## src/rtl/ecc_scrub_pkg.sv

```systemverilog
// Shared types and default widths for the ECC background scrubber.
package ecc_scrub_pkg;

    localparam int unsigned DEF_DATA_WIDTH   = 107;
    localparam int unsigned DEF_PARITY_WIDTH = 8;
    localparam int unsigned DEF_ADDR_WIDTH   = 8;

    typedef enum logic [2:0] {
        ST_IDLE,
        ST_WAIT,
        ST_READ,
        ST_CHECK,
        ST_WRITE,
        ST_NEXT
    } scrub_state_e;

endpackage

```

## src/rtl/ecc_scrub_sat_cnt.sv

```systemverilog
// Saturating event counter; clear wins over a same-cycle increment.
module ecc_scrub_sat_cnt #(
    parameter int unsigned CNT_WIDTH = 16
) (
    input  logic                 clk,
    input  logic                 rst_n,
    input  logic                 inc,
    input  logic                 clr,
    output logic [CNT_WIDTH-1:0] cnt
);

    logic [CNT_WIDTH-1:0] r_cnt;

    always_ff @(posedge clk) begin
        if (!rst_n) begin
            r_cnt <= '0;
        end else if (clr) begin
            r_cnt <= '0;
        end else if (inc && (r_cnt != '1)) begin
            r_cnt <= r_cnt + 1'b1;
        end
    end

    assign cnt = r_cnt;

endmodule

```

## src/rtl/ecc_107_scrub_ctrl.sv

```systemverilog
// Background ECC scrubber: walks the RAM in idle slots, writes back corrected
// single-bit errors and reports double-bit errors and checker faults.
module ecc_107_scrub_ctrl
    import ecc_scrub_pkg::*;
#(
    parameter int unsigned DATA_WIDTH   = DEF_DATA_WIDTH,
    parameter int unsigned PARITY_WIDTH = DEF_PARITY_WIDTH,
    parameter int unsigned ADDR_WIDTH   = DEF_ADDR_WIDTH,
    parameter int unsigned DEPTH        = 256,
    parameter int unsigned RD_LAT       = 1,
    parameter int unsigned CNT_WIDTH    = 16
) (
    input  logic                    clk,
    input  logic                    rst_n,
    input  logic                    scrub_en,
    input  logic [15:0]             scrub_interval,
    input  logic                    cnt_clr,
    input  logic                    func_req,
    input  logic                    func_we,
    input  logic [ADDR_WIDTH-1:0]   func_addr,
    output logic                    ram_cs,
    output logic                    ram_we,
    output logic [ADDR_WIDTH-1:0]   ram_addr,
    output logic [DATA_WIDTH-1:0]   ram_wdata,
    output logic [PARITY_WIDTH-1:0] ram_wparity,
    input  logic [DATA_WIDTH-1:0]   chk_data,
    input  logic [PARITY_WIDTH-1:0] chk_parity,
    input  logic                    chk_sbit_err,
    input  logic                    chk_dbit_err,
    input  logic                    chk_fault,
    output logic                    scrub_busy,
    output logic                    pass_done,
    output logic                    dbit_irq,
    output logic                    fault_irq,
    output logic [ADDR_WIDTH-1:0]   dbit_addr,
    output logic [CNT_WIDTH-1:0]    sbit_cnt,
    output logic [CNT_WIDTH-1:0]    dbit_cnt,
    output logic [CNT_WIDTH-1:0]    fault_cnt
);

    localparam int unsigned LAT_W = (RD_LAT > 1) ? $clog2(RD_LAT) : 1;

    scrub_state_e              r_state;
    logic [ADDR_WIDTH-1:0]     r_ptr;
    logic [15:0]               r_ival;
    logic [LAT_W-1:0]          r_lat;
    logic                      r_cancel;
    logic [DATA_WIDTH-1:0]     r_wdata;
    logic [PARITY_WIDTH-1:0]   r_wparity;
    logic                      r_pass_done;
    logic                      r_dbit_irq;
    logic                      r_fault_irq;
    logic [ADDR_WIDTH-1:0]     r_dbit_addr;

    logic                      w_cs;
    logic                      w_collide;
    logic                      w_sample;
    logic                      w_last;
    logic                      w_sbit_inc;
    logic                      w_dbit_inc;
    logic                      w_fault_inc;
    scrub_state_e              w_after;

    always_comb begin
        w_cs        = ((r_state == ST_READ) || (r_state == ST_WRITE)) && !func_req;
        w_collide   = func_req && func_we && (func_addr == r_ptr);
        w_sample    = (r_state == ST_CHECK) && (r_lat == LAT_W'(RD_LAT - 1));
        w_last      = (r_ptr == ADDR_WIDTH'(DEPTH - 1));
        // Fault outranks dbit, which outranks sbit; sbit still counts when cancelled.
        w_fault_inc = w_sample && chk_fault;
        w_dbit_inc  = w_sample && !chk_fault && chk_dbit_err;
        w_sbit_inc  = w_sample && !chk_fault && !chk_dbit_err && chk_sbit_err;
        w_after     = (scrub_interval == 16'd0) ? ST_READ : ST_WAIT;
    end

    always_ff @(posedge clk) begin
        if (!rst_n) begin
            r_state     <= ST_IDLE;
            r_ptr       <= '0;
            r_ival      <= '0;
            r_lat       <= '0;
            r_cancel    <= 1'b0;
            r_wdata     <= '0;
            r_wparity   <= '0;
            r_pass_done <= 1'b0;
            r_dbit_irq  <= 1'b0;
            r_fault_irq <= 1'b0;
            r_dbit_addr <= '0;
        end else begin
            r_pass_done <= 1'b0;
            r_dbit_irq  <= 1'b0;
            r_fault_irq <= 1'b0;
            case (r_state)
                ST_IDLE: begin
                    if (scrub_en) begin
                        r_ival  <= '0;
                        r_state <= w_after;
                    end
                end
                ST_WAIT: begin
                    if ((r_ival + 16'd1) >= scrub_interval) begin
                        r_state <= ST_READ;
                    end else begin
                        r_ival <= r_ival + 16'd1;
                    end
                end
                ST_READ: begin
                    if (!func_req) begin
                        r_lat    <= '0;
                        r_cancel <= 1'b0;
                        r_state  <= ST_CHECK;
                    end
                end
                ST_CHECK: begin
                    if (w_sample) begin
                        if (chk_fault) begin
                            r_fault_irq <= 1'b1;
                            r_dbit_addr <= r_ptr;
                            r_state     <= ST_NEXT;
                        end else if (chk_dbit_err) begin
                            r_dbit_irq  <= 1'b1;
                            r_dbit_addr <= r_ptr;
                            r_state     <= ST_NEXT;
                        end else if (chk_sbit_err && !(r_cancel || w_collide)) begin
                            r_wdata   <= chk_data;
                            r_wparity <= chk_parity;
                            r_state   <= ST_WRITE;
                        end else begin
                            r_state <= ST_NEXT;
                        end
                    end else begin
                        r_lat <= r_lat + 1'b1;
                        if (w_collide) begin
                            r_cancel <= 1'b1;
                        end
                    end
                end
                ST_WRITE: begin
                    // The write itself happens combinationally in the cycle func_req is low.
                    if (!func_req || w_collide) begin
                        r_state <= ST_NEXT;
                    end
                end
                ST_NEXT: begin
                    r_ptr       <= w_last ? '0 : r_ptr + 1'b1;
                    r_pass_done <= w_last;
                    r_ival      <= '0;
                    r_state     <= scrub_en ? w_after : ST_IDLE;
                end
                default: r_state <= ST_IDLE;
            endcase
        end
    end

    ecc_scrub_sat_cnt #(.CNT_WIDTH(CNT_WIDTH)) u_sbit_cnt (
        .clk   (clk),
        .rst_n (rst_n),
        .inc   (w_sbit_inc),
        .clr   (cnt_clr),
        .cnt   (sbit_cnt)
    );

    ecc_scrub_sat_cnt #(.CNT_WIDTH(CNT_WIDTH)) u_dbit_cnt (
        .clk   (clk),
        .rst_n (rst_n),
        .inc   (w_dbit_inc),
        .clr   (cnt_clr),
        .cnt   (dbit_cnt)
    );

    ecc_scrub_sat_cnt #(.CNT_WIDTH(CNT_WIDTH)) u_fault_cnt (
        .clk   (clk),
        .rst_n (rst_n),
        .inc   (w_fault_inc),
        .clr   (cnt_clr),
        .cnt   (fault_cnt)
    );

    assign ram_cs      = w_cs;
    assign ram_we      = w_cs && (r_state == ST_WRITE);
    assign ram_addr    = w_cs ? r_ptr : '0;
    assign ram_wdata   = r_wdata;
    assign ram_wparity = r_wparity;
    assign scrub_busy  = (r_state != ST_IDLE);
    assign pass_done   = r_pass_done;
    assign dbit_irq    = r_dbit_irq;
    assign fault_irq   = r_fault_irq;
    assign dbit_addr   = r_dbit_addr;

endmodule

```

## config.mk

```make
export PLATFORM = sky130hd
export DESIGN_NAME = ecc_107_scrub_ctrl
export DESIGN_NICKNAME = d
export VERILOG_FILES = /design/src/rtl/ecc_scrub_pkg.sv /design/src/rtl/ecc_scrub_sat_cnt.sv /design/src/rtl/ecc_107_scrub_ctrl.sv
export SDC_FILE = /design/constraint.sdc
export NUM_CORES = 1
export LEC_CHECK = 0
export ABC_AREA = 1
export CAP_MARGIN = 0
export CORE_ASPECT_RATIO = 0.6
export CORE_UTILIZATION = 46
export DETAILED_ROUTE_END_ITERATION = 7
export PLACE_DENSITY = 0.88
export SLEW_MARGIN = 20
export SYNTH_ARGS = -nofsm -noshare
export SYNTH_HDL_FRONTEND = slang
export SYNTH_SLANG_ARGS = --single-unit
```

## constraint.sdc

```tcl
create_clock -name clk -period 3.7 [get_ports clk]
set_input_delay 1.11 -clock clk [delete_from_list [all_inputs] [get_ports clk]]
set_output_delay 1.11 -clock clk [all_outputs]
set_load 0.03 [all_outputs]
```

# Word-level counts from Yosys, hierarchy flattened
# Cells that the tools add are included.
dict set report word_totals {
  ff_bits 203
  input_bits 148
  output_inout_bits 185
  elab_cells 108
}
dict set report op_classes {
  n_addsub 6
  order_cmp 1
  eq_ne 18
  muxes 26
  bitwise_logic 6
  n_reduce_logical 37
}
# operator n
set ops {}
lappend ops {{$add 16x1->16 const B} 4}
lappend ops {{$ne 16x16->1 const B} 3}
lappend ops {{$pmux 16 s3} 1}
lappend ops {{$mux 16} 2}
lappend ops {{$mux 8} 4}
lappend ops {{$pmux 3 s6} 1}
lappend ops {{$ge 16x16->1} 1}
lappend ops {{$logic_not 16->1} 1}
lappend ops {{$mux 3} 5}
lappend ops {{$logic_and 1x1->1} 14}
lappend ops {{$ne 2x2->1 const B} 7}
lappend ops {{$reduce_and 3->1} 4}
lappend ops {{$reduce_and 5->1} 2}
lappend ops {{$mux 1} 9}
lappend ops {{$add 8x1->8 const B} 1}
lappend ops {{$eq 8x8->1} 1}
lappend ops {{$eq 8x8->1 const B} 1}
lappend ops {{$eq 3x2->1 const B} 2}
lappend ops {{$eq 3x3->1 const B} 2}
lappend ops {{$not 1->1} 6}
lappend ops {{$reduce_bool 3->1} 2}
lappend ops {{$logic_not 1->1} 4}
lappend ops {{$mux 2} 2}
lappend ops {{$pmux 1 s2} 2}
lappend ops {{other kinds (10)} 13}

# Longest topological paths before layout
# Gate-level depths: netlist of the first run.
dict set report logic_depth {
  depth_word 10
  ltp_mapped 22
  depth_no_buf 21
}

# Hierarchy
# A second synthesis of the first run with hierarchy kept.
dict set report unflattened {
  cells_unflattened 1392
  hier_area_um2 9724.3
}
# module instances cells_each area_each_um2 seq_area_each_um2
set by_module_without_submodules {}
lappend by_module_without_submodules {ecc_107_scrub_ctrl 1 940 6936.7 3103.0}
lappend by_module_without_submodules {{ecc_scrub_sat_cnt (u_dbit_cnt ...)} 2 153 910.9 320.3}
lappend by_module_without_submodules {{ecc_scrub_sat_cnt (u_sbit_cnt)} 1 146 965.9 320.3}

# Worst setup path after synthesis of the first run
# OpenSTA, ideal clock, no wires.
dict set report synth_timing {
  path_kind {in2out}
  start {input port func_req}
  end {output port ram_addr[0]}
  arrival_time_ns 1.721
  required_ns 2.590
  slack_ns 0.869
  stages 3
  n_path_buf 0
  path_cell_list {inv_1 -> nand2_1 -> nor2_1}
}
dict set report synth_via {
  elab_chain_len 3
}
# element line_no
set synth_rtl {}
lappend synth_rtl {{start: declaration} ecc_107_scrub_ctrl.sv:18} ;# input logic func_req,
lappend synth_rtl {{$logic_not 1->1} ecc_107_scrub_ctrl.sv:65} ;# w_cs = ((r_state == ST_READ) || (r_state == ST_WRITE)) && !func_req;
lappend synth_rtl {{$logic_and 1x1->1} ecc_107_scrub_ctrl.sv:65}
lappend synth_rtl {{$mux 8} ecc_107_scrub_ctrl.sv:181} ;# assign ram_addr = w_cs ? r_ptr : '0;
lappend synth_rtl {{end: declaration} ecc_107_scrub_ctrl.sv:23} ;# output logic [ADDR_WIDTH-1:0] ram_addr,
# Every way passes these cells.

# Final worst setup path of the first run
dict set report layout_timing {
  start {input port func_req}
  end {output port ram_we}
}
dict set report layout_via {
  elab_chain_len 3
}
# element line_no
set layout_rtl {}
lappend layout_rtl {{$logic_not 1->1} ecc_107_scrub_ctrl.sv:65}
lappend layout_rtl {{$logic_and 1x1->1} ecc_107_scrub_ctrl.sv:65}
lappend layout_rtl {{$logic_and 1x1->1} ecc_107_scrub_ctrl.sv:180} ;# assign ram_we = w_cs && (r_state == ST_WRITE);
lappend layout_rtl {{end: declaration} ecc_107_scrub_ctrl.sv:22} ;# output logic ram_we,
# Every way passes these cells.

==> metrics.yaml, run 1 <==
grt_max_degree: 89
cts_resized: 0
rows: 40
drv_slew: 0
fin_setup_tns_ps: 0
hold_viol_final: 0
criticalPathCategory: "in -> out"
drt_pre_antenna_iters: 6
peakVddDrop_mv: 0.313
power_density_mw_per_mm2: 437
startpoint_type: "input pin"
worstPathCellList: "clkdlybuf4s50_1 > nor2_1 > clkdlybuf4s50_1"
tightest_slew_ps: 825
clkTransAtPathRegs_ps: 60
worstPathMaxFanout: 2
ys_seq_area_share_pct: 41.9
cp_slowest_stage_delay_ps: 670
nets: 1781
hpwl_um: 21200
cts_setup_buffers: 0
ys_ff_latch: 203
clockRootBuffer: "clkbuf_16"
finalCritPeriodShare_pct: 92.8
leakage_nw: 5.03
fillCellCount: 1588
holdCritPathClass: "reg -> reg"
area_growth_pct: 43.2
dpl.cell_count: 1862
wire_per_inst_um: 15.1
worstSkewPairLatency_ps: 490
slowest_stage: "clkdlybuf4s50_1"
diodes: 0
grt_overflow: 0
cp.arrival_ps: 2320
worst_setup_path_end_kind: "output pin"
status: "finished, final reports clean"
core_area_mm2: 0.0203
numCtsBuffers: 21
ys_warn_count: 0
synth_area_leaders: "dfxtp_1, inv_1, a21oi_2"
cp_common_cell: "clkdlybuf4s50_1"
postCtsHoldBufs: 0
io_pins: 333
antenna_found_initial: 0
instances_no_fill: 1900
max_freq_mhz: 291
cts_tree: "done"
ys_types: 38
grt_pass1_vias: 8680
cts.sinks: 203
setup_viol: 0
slew_headroom_pct: 45.0
drtAntennaViolNets: 0
cp.required_ps: 2590
synthesis.area_mm2: 0.00970
cts_buffer_depth: 3
start_util_pct: 47.7
num_vias: 9531
die_y_um: 114
synth_top_area_share_pct: 41.9
drive_above_1_share_pct: 10.2
skew_ps: 9.99
cpLargestDelayFamily: "buffers and inverters"
fin_crit_ps: 3430
avgSynthCellArea_um2: 7.47
crit_buf_inv: 2
initialDrtViolationCount: 715
grt_pass1_wl_um: 44100
cap_violations: 0
grt_use_total_pct: 25.0
drc: 0
synth_fp_nets: 1467
rsz0062_at_grt: "no"
dieArea_mm2: 0.0217
io_buffers: 332
vias_per_cell: 5.02
die_x_um: 189
synthCells: 1298
place.gp.congestion: 0.933
routed_wl_um: 28700
htreeDepth: 1
synth_top_cell_by_area: "dfxtp_1"
logic make-up after synthesis:
kind of cell	Yosys count	share of synthesized area, %
AO/OA/AOI/OAI	337	21.2
buffers and inverters	288	12.8
AND/OR/NAND/NOR	419	18.7
flip-flops	203	41.9
adder cells (fa/ha/maj)	21	2.71
XOR/XNOR	30	2.71
registers in the layout (all words and copies together) (netlist names):
name,cells
u_fault_cnt.cnt,16
r_cancel,1
u_dbit_cnt.cnt,16
fault_irq,1
u_sbit_cnt.cnt,16
dbit_addr,8
r_ptr,8
ram_wparity,8
r_lat,1
dbit_irq,1
ram_wdata,107
pass_done,1
r_ival,16
r_state,3
worst paths after layout:
kind | endpoint | cells past startpoint | slack, ps | from
max | ram_we | 3 | 270 | func_req
max reg2reg | r_ival[14] | 17 | 340 | r_ival[0]
min reg2reg | ram_wdata[21] | 2 | 440 | ram_wdata[21]
min | ram_wdata[21] | 2 | 440 | ram_wdata[21]
layout by cell type (no fill, tap or decap), types with 8 or more instances in the layout:
cell type        instances
xnor2_1                  8
inv_2                    9
nand3_1                 64
dfxtp_1                203
nor2_1                 105
ha_1                    21
o21ai_1                 86
clkbuf_16               21
clkdlybuf4s50_1        322
nand4_1                 14
nor3_1                  34
inv_1                  225
a21oi_1                 98
nand2_1                181
o21ai_0                 54
buf_4                   15
xor2_1                  22
a21oi_2                 85
stage by stage:
step	hold slack [ps]	cell area [um^2]	total power, mW	worst slack, ps	util (%)
after global placement	432	13100	3.72	292	64.6
after floorplan	437	9700	3.33	869	-
after CTS	449	13900	6.10	268	68.3
after detailed placement	439	13100	3.77	272	64.6
final	445	13900	6.08	265	68.3
after global routing	455	13900	6.39	34.4	68.3
worst reg2reg max path, stage by stage, from the launching register on:
cell and delay [ps]:
dfxtp_1 410, inv_1 110, nor3_2 300, nand2_1 170, nor2_1 270, nand2_1 110
xor2_1 200, inv_1 70, ha_1 310, a21oi_1 190, o21ai_0 110, nor2_1 160
nand2_1 80, nand2_2 160, nand2_1 180, inv_1 280, nor2_1 70, nor2_1 110
routing by layer:
metal / routed length [um] / up-vias / global-route usage, % / part of all wire (%)
li1: - / 4800 / - / -
met3: 2420 / 49 / 6.31 / 8.4
met5: 0 / - / 0 / 0
met4: 673 / 0 / 6.88 / 2.3
met2: 13200 / 338 / 41.8 / 46
met1: 12400 / 4344 / 32.1 / 43
final cells by class:
class	instances	area, um^2	area share, %
Multi-Input combinational cell	807	4390	31.6
Tap cell	273	342	2.46
Clock buffer	24	557	4.01
Clock inverter	14	209	1.50
Sequential cell	203	4060	29.3
Timing Repair Buffer	342	3440	24.7
Inverter	237	890	6.41
report_power, final:
part	switching, mW	internal [mW]	total, mW
clock network	0.887	1.44	2.32
logic	0.783	0.542	1.33
registers	0.125	2.30	2.43
total	1.79	4.28	6.08
synth_stat cells, drive strengths merged:
master / instances
clkbuf: 21
a211oi: 3
clkinv: 3
nand3: 64
dfxtp: 203
nor3: 36
inv: 234
xnor2: 8
nand4: 14
nor2: 108
a31oi: 3
nor4: 6
and3: 1
nor3b: 4
o211ai: 2
ha: 21
or2: 1
a31o: 1
nand2: 185
o21a: 2
a21oi: 183
o21bai: 2
xor2: 22
o21ai: 141
buf: 30
Power figures use the tool's default switching activity.
==> run 2: changes to the inputs <==
--- a/config.mk
+++ b/config.mk
@@ -9,6 +9,7 @@
 export CAP_MARGIN = 0
 export CORE_ASPECT_RATIO = 0.6
 export CORE_UTILIZATION = 46
+export CTS_CLUSTER_DIAMETER = 100
 export DETAILED_ROUTE_END_ITERATION = 7
 export PLACE_DENSITY = 0.88
 export SLEW_MARGIN = 20
==> results of run 2 <==
Final layout, timing and power as in run 1 (identical DEF).
==> RTL edit 1: new RTL, config.mk and constraints of run 2 <==
`CNT_WIDTH` is set to 16 in 2 places; all go to 20.
--- a/src/rtl/ecc_scrub_sat_cnt.sv
+++ b/src/rtl/ecc_scrub_sat_cnt.sv
@@ -1,6 +1,6 @@
 // Saturating event counter; clear wins over a same-cycle increment.
 module ecc_scrub_sat_cnt #(
-    parameter int unsigned CNT_WIDTH = 16
+    parameter int unsigned CNT_WIDTH = 20
 ) (
     input  logic                 clk,
     input  logic                 rst_n,
--- a/src/rtl/ecc_107_scrub_ctrl.sv
+++ b/src/rtl/ecc_107_scrub_ctrl.sv
@@ -8,7 +8,7 @@
     parameter int unsigned ADDR_WIDTH   = DEF_ADDR_WIDTH,
     parameter int unsigned DEPTH        = 256,
     parameter int unsigned RD_LAT       = 1,
-    parameter int unsigned CNT_WIDTH    = 16
+    parameter int unsigned CNT_WIDTH    = 20
 ) (
     input  logic                    clk,
     input  logic                    rst_n,
Ports: changed (resized dbit_cnt, fault_cnt and sbit_cnt); port bits go from 333 to 345. The function was not compared with the original's and may differ.
==> RTL edit 1 against run 2 <==
- setup slack worse by 17 ps
- sequential cell count is 12 higher
- critical path depth stayed put
- final cell count is 12% higher
- power is 0.80% higher
- design area is 8.0% higher
- area after synthesis is 9.3% higher
- routed wire length is 15% higher
- hold slack better by 1.5 ps
- critical endpoint unchanged
==> RTL edit 1: results (changes against run 2) <==
| Metric | Value |
|---|---|
| Dpl ws | `249 ps (was 272 ps)` |
| Sequential group share of total power | `41.8% (was 39.9%)` |
| Peak supply drop | `0.370 mV (was 0.313 mV)` |
| Worst Skew | `21.6 ps (was 9.99 ps)` |
| DR WL/cell | `15.5 um (was 15.1 um)` |
| Status | `complete, no violations (unchanged)` |
| GPL Wtd Cong | `0.930 (was 0.933)` |
| Post-DP HPWL | `24,900 um (was 21,200 um)` |
| Seq power | `2560 uW (was 2430 uW)` |
| Top cells by area, synth | `dfxtp_1 41%, nand2_1 9.6%, inv_1 9.0% (was dfxtp_1 42%, inv_1 8.7%, a21oi_2 7.7%)` |
| Number of non-clock buffers | `365 (was 342)` |
| Int Pwr | `4300 uW (was 4280 uW)` |
| Fillcell total | `1,815 (was 1,588)` |
| Vias after detailed routing | `10,700 (was 9,531)` |
| Layout net count | `1,971 (was 1,781)` |
| Post-Route WL | `33,000 um (was 28,700 um)` |
| First-pass GRT wire length | `51,800 um (was 44,100 um)` |
| Synth Area in Adders | `2.48% (was 2.71%)` |
| Num sequential | `215 (was 203)` |
| Non-clk invs | `261 (was 237)` |
| # port buffers | `344 (was 332)` |
| Cells resized by post-CTS repair | `0 (unchanged)` |
| Initial antenna violation count | `1 (was 0)` |
| CTS Buf Count | `21 (unchanged)` |
| CP Data Arrival Time | `2340 ps (was 2320 ps)` |
| Syn Inst Count | `1,474 (was 1,298)` |
| Post-Syn Nets | `1,643 (was 1,467)` |
| Final instance area | `15,000 um^2 (was 13,900 um^2)` |
| WL met1 | `13,900 um (was 12,400 um)` |
| Placed cells | `2,087 (was 1,862)` |
| Yosys cell types | `36 (was 38)` |
| Placed inst area | `14,300 um^2 (was 13,100 um^2)` |
| GR Util met1 | `34.8% (was 32.1%)` |
| Crit Path Max Fanout | `3 (was 2)` |
| NonClk Buf Share | `24.4% (was 24.7%)` |
| Met2 usage | `44.8% (was 41.8%)` |
| Clock buffer count | `33 (was 24)` |
| Sequential share of cell area | `28.7% (was 29.3%)` |
| #MultiIn Comb | `938 (was 807)` |
| Met2 wire length | `15,100 um (was 13,200 um)` |
| Gr usage total | `27.3% (was 25.0%)` |
| Mux cell area share after synthesis | `0% (unchanged)` |
| Routing usage on met3 | `7.56% (was 6.31%)` |
| Static leakage | `0.00548 uW (was 0.00503 uW)` |
| Iter 0 DRT Violations | `796 (was 715)` |
| Vias in the first global route | `10,100 (was 8,680)` |
| Post-Syn Area | `10,600 um^2 (was 9700 um^2)` |
| Sequential fraction of the synthesis area | `40.6% (was 41.9%)` |
| Post-synthesis compound-gate area fraction | `19.8% (was 21.2%)` |
| Largest net degree at the start of global routing | `72 (was 89)` |
| Worst slew pin tran | `703 ps (was 825 ps)` |
| Clock Root Buffer | `clkbuf_16 (unchanged)` |
| Ratio of cells with drive above 1 in the final layout | `8.97% (was 10.2%)` |
| Area of the multi-input gates | `4940 um^2 (was 4390 um^2)` |
| Clk_lat worst skew | `510 ps (was 490 ps)` |
==> RTL edit 1: cell types whose count changed in the layout (fill, tap and decap cells not counted), moves of 5 or more <==
cell / delta
buf_4: +9
dfxtp_1: +12
nand2_1: +91
nand3_1: -7
o21ai_0: +7
inv_1: +28
nor2_1: +12
clkbuf_8: +5
xor2_1: +16
a21oi_1: +17
clkinv_2: -5
clkdlybuf4s50_1: +12
==> RTL edit 1: critical path: stages <==
cell             delay [ps]
clkdlybuf4s50_1         440
nor2_1                  120
clkdlybuf4s50_1         670
==> RTL edit 1: path summary, 6_finish.rpt <==
| check | end | depth (start not counted) | startpoint | slack, ps |
|---|---|---|---|---|
| hold reg to reg | ram_wparity[0] | 2 | ram_wparity[0] | 450 |
| setup / recovery | ram_we | 3 | func_req | 250 |
| hold / removal | ram_wparity[0] | 2 | ram_wparity[0] | 450 |
| setup reg to reg | r_ival[8] | 21 | r_ival[0] | 500 |
==> RTL edit 2: new RTL, settings of run 2 <==
Made on the original files. Add an input register stage for `scrub_interval`, without a reset; this delays it by one clock. The other inputs are not delayed to match.
--- a/src/rtl/ecc_107_scrub_ctrl.sv
+++ b/src/rtl/ecc_107_scrub_ctrl.sv
@@ -40,6 +40,12 @@
 
     localparam int unsigned LAT_W = (RD_LAT > 1) ? $clog2(RD_LAT) : 1;
 
+    logic [15:0] scrub_interval_q;
+
+    always_ff @(posedge clk) begin
+        scrub_interval_q <= scrub_interval;
+    end
+
     scrub_state_e              r_state;
     logic [ADDR_WIDTH-1:0]     r_ptr;
     logic [15:0]               r_ival;
@@ -70,7 +76,7 @@
         w_fault_inc = w_sample && chk_fault;
         w_dbit_inc  = w_sample && !chk_fault && chk_dbit_err;
         w_sbit_inc  = w_sample && !chk_fault && !chk_dbit_err && chk_sbit_err;
-        w_after     = (scrub_interval == 16'd0) ? ST_READ : ST_WAIT;
+        w_after     = (scrub_interval_q == 16'd0) ? ST_READ : ST_WAIT;
     end
 
     always_ff @(posedge clk) begin
@@ -98,7 +104,7 @@
                     end
                 end
                 ST_WAIT: begin
-                    if ((r_ival + 16'd1) >= scrub_interval) begin
+                    if ((r_ival + 16'd1) >= scrub_interval_q) begin
                         r_state <= ST_READ;
                     end else begin
                         r_ival <= r_ival + 16'd1;
Formal check against the unedited RTL: not equivalent (Yosys sat finds a counterexample within 4 cycles, from zero or initial values and one cycle with rst_n low).
==> RTL edit 2 against run 2 <==
- clock skew fell by 1.9 ps
- register-to-register slack improved by 60 ps
- sequential power rose by 4%
- sequential share of layout area rose by 2.6 points
- design area fell by 0.93%
- first-iteration DRC count rose by 3.2%
- die area fell by 0.72%
- power fell by 5.2%
- setup slack got worse by 84 ps
- routed wire length rose by 7.5%
- sequential cell count rose by 16
- combinational power fell by 23%
- core utilization fell by 0.47 points
- area after synthesis fell by 0.72%
==> RTL edit 2: results (changes against run 2) <==
| Metric | Value |
|---|---|
| Status | `complete, no violations (unchanged)` |
| Met2 usage | `44.5% (was 41.8%)` |
| Ratio of cells with drive above 1 in the final layout | `5.31% (was 10.2%)` |
| GR Util met1 | `35.0% (was 32.1%)` |
| Vias in the first global route | `9,061 (was 8,680)` |
| Top cells by area, synth | `dfxtp_1 46%, a21oi_1 9.0%, inv_1 8.7% (was dfxtp_1 42%, inv_1 8.7%, a21oi_2 7.7%)` |
| First-pass GRT wire length | `47,200 um (was 44,100 um)` |
| Post-synthesis compound-gate area fraction | `18.9% (was 21.2%)` |
| Largest net degree at the start of global routing | `84 (was 89)` |
| Reg2reg path depth | `23 (was 17)` |
| Layout net count | `1,776 (was 1,781)` |
| HP Start | `ram_wdata[55] (was ram_wdata[21])` |
| Synth cell count leaders | `222 x inv_1, 219 x dfxtp_1, 175 x nand2_1, 173 x a21oi_1, 113 x nor2_1 (was 225 x inv_1, 203 x dfxtp_1, 181 x nand2_1, 105 x nor2_1, 98 x a21oi_1)` |
| Placed cells | `1,857 (was 1,862)` |
| Sequential fraction of the synthesis area | `45.5% (was 41.9%)` |
| Routing usage on met3 | `6.71% (was 6.31%)` |
| Static leakage | `0.00507 uW (was 0.00503 uW)` |
| Fillcell total | `1,601 (was 1,588)` |
| GPL Wtd Cong | `0.947 (was 0.933)` |
| DR WL/cell | `16.3 um (was 15.1 um)` |
| Mean Syn Cell Area | `7.47 um^2 (about the same)` |
| Xor/xnor share of the synthesized area | `2.27% (was 2.71%)` |
| Peak supply drop | `0.252 mV (was 0.313 mV)` |
| Initial antenna violation count | `1 (was 0)` |
| Vias after detailed routing | `9,779 (was 9,531)` |
## RTL edit 2: cells by family (layout without fill, tap and decap cells)
group	Yosys count	count (layout)
AOI/OAI and AO/OA	345	345
buffers and inverters	279	610
DFF	219	219
xor gates and xnor gates	25	25
and+or+nand+nor	400	400
adders and majority gates	21	21
## RTL edit 2: metrics by stage
| step | power, uW | worst slack, ps | util, % | hold WS, ps |
|---|---|---|---|---|
| 2_1_floorplan | 3170 | 869 | - | 444 |
| 3_3_place_gp | 3540 | 266 | 64.4 | 431 |
| 3_5_place_dp | 3580 | 198 | 64.4 | 436 |
| 4_1_cts | 5780 | 198 | 67.9 | 445 |
| 5_1_grt | 6020 | 164 | 67.9 | 459 |
| 6_report | 5760 | 181 | 67.9 | 443 |
## RTL edit 2: cell type report
type | instances | area (um^2) | area share, %
timing repair buffer | 347 | 3470 | 25.2
tap | 273 | 342 | 2.48
multi-input combinational | 791 | 4010 | 29.2
clock inverter | 9 | 97.6 | 0.709
clock buffer | 27 | 598 | 4.35
inverter | 227 | 852 | 6.19
sequential | 219 | 4380 | 31.9
## RTL edit 2: report_power, final
group	leakage, uW	internal, uW	switching (uW)
Combinational	0.00295	426	603
Sequential	0.00177	2450	81.7
Clock	0.000348	1280	927
Total	0.00507	4150	1610
## RTL edit 2: critical path: stages
cell	delay (ps)
clkdlybuf4s50_1	430
buf_4	160
inv_1	50
nand2_1	230
nor2_1	240
buf_4	190
## RTL edit 2: final timing paths
check / slack (ps) / to
setup / recovery: 180 / ram_addr[4]
hold / removal: 440 / ram_wdata[55]
setup reg to reg: 400 / r_ival[8]
hold reg to reg: 440 / ram_wdata[55]
## RTL edit 2: routing by layer
layer,up-vias,wire (um),part of all wire (%)
met5,-,13,0.042
met4,2,1230,4.0
met3,89,2630,8.5
met2,417,14000,45
met1,4470,13000,42
li1,4801,-,-
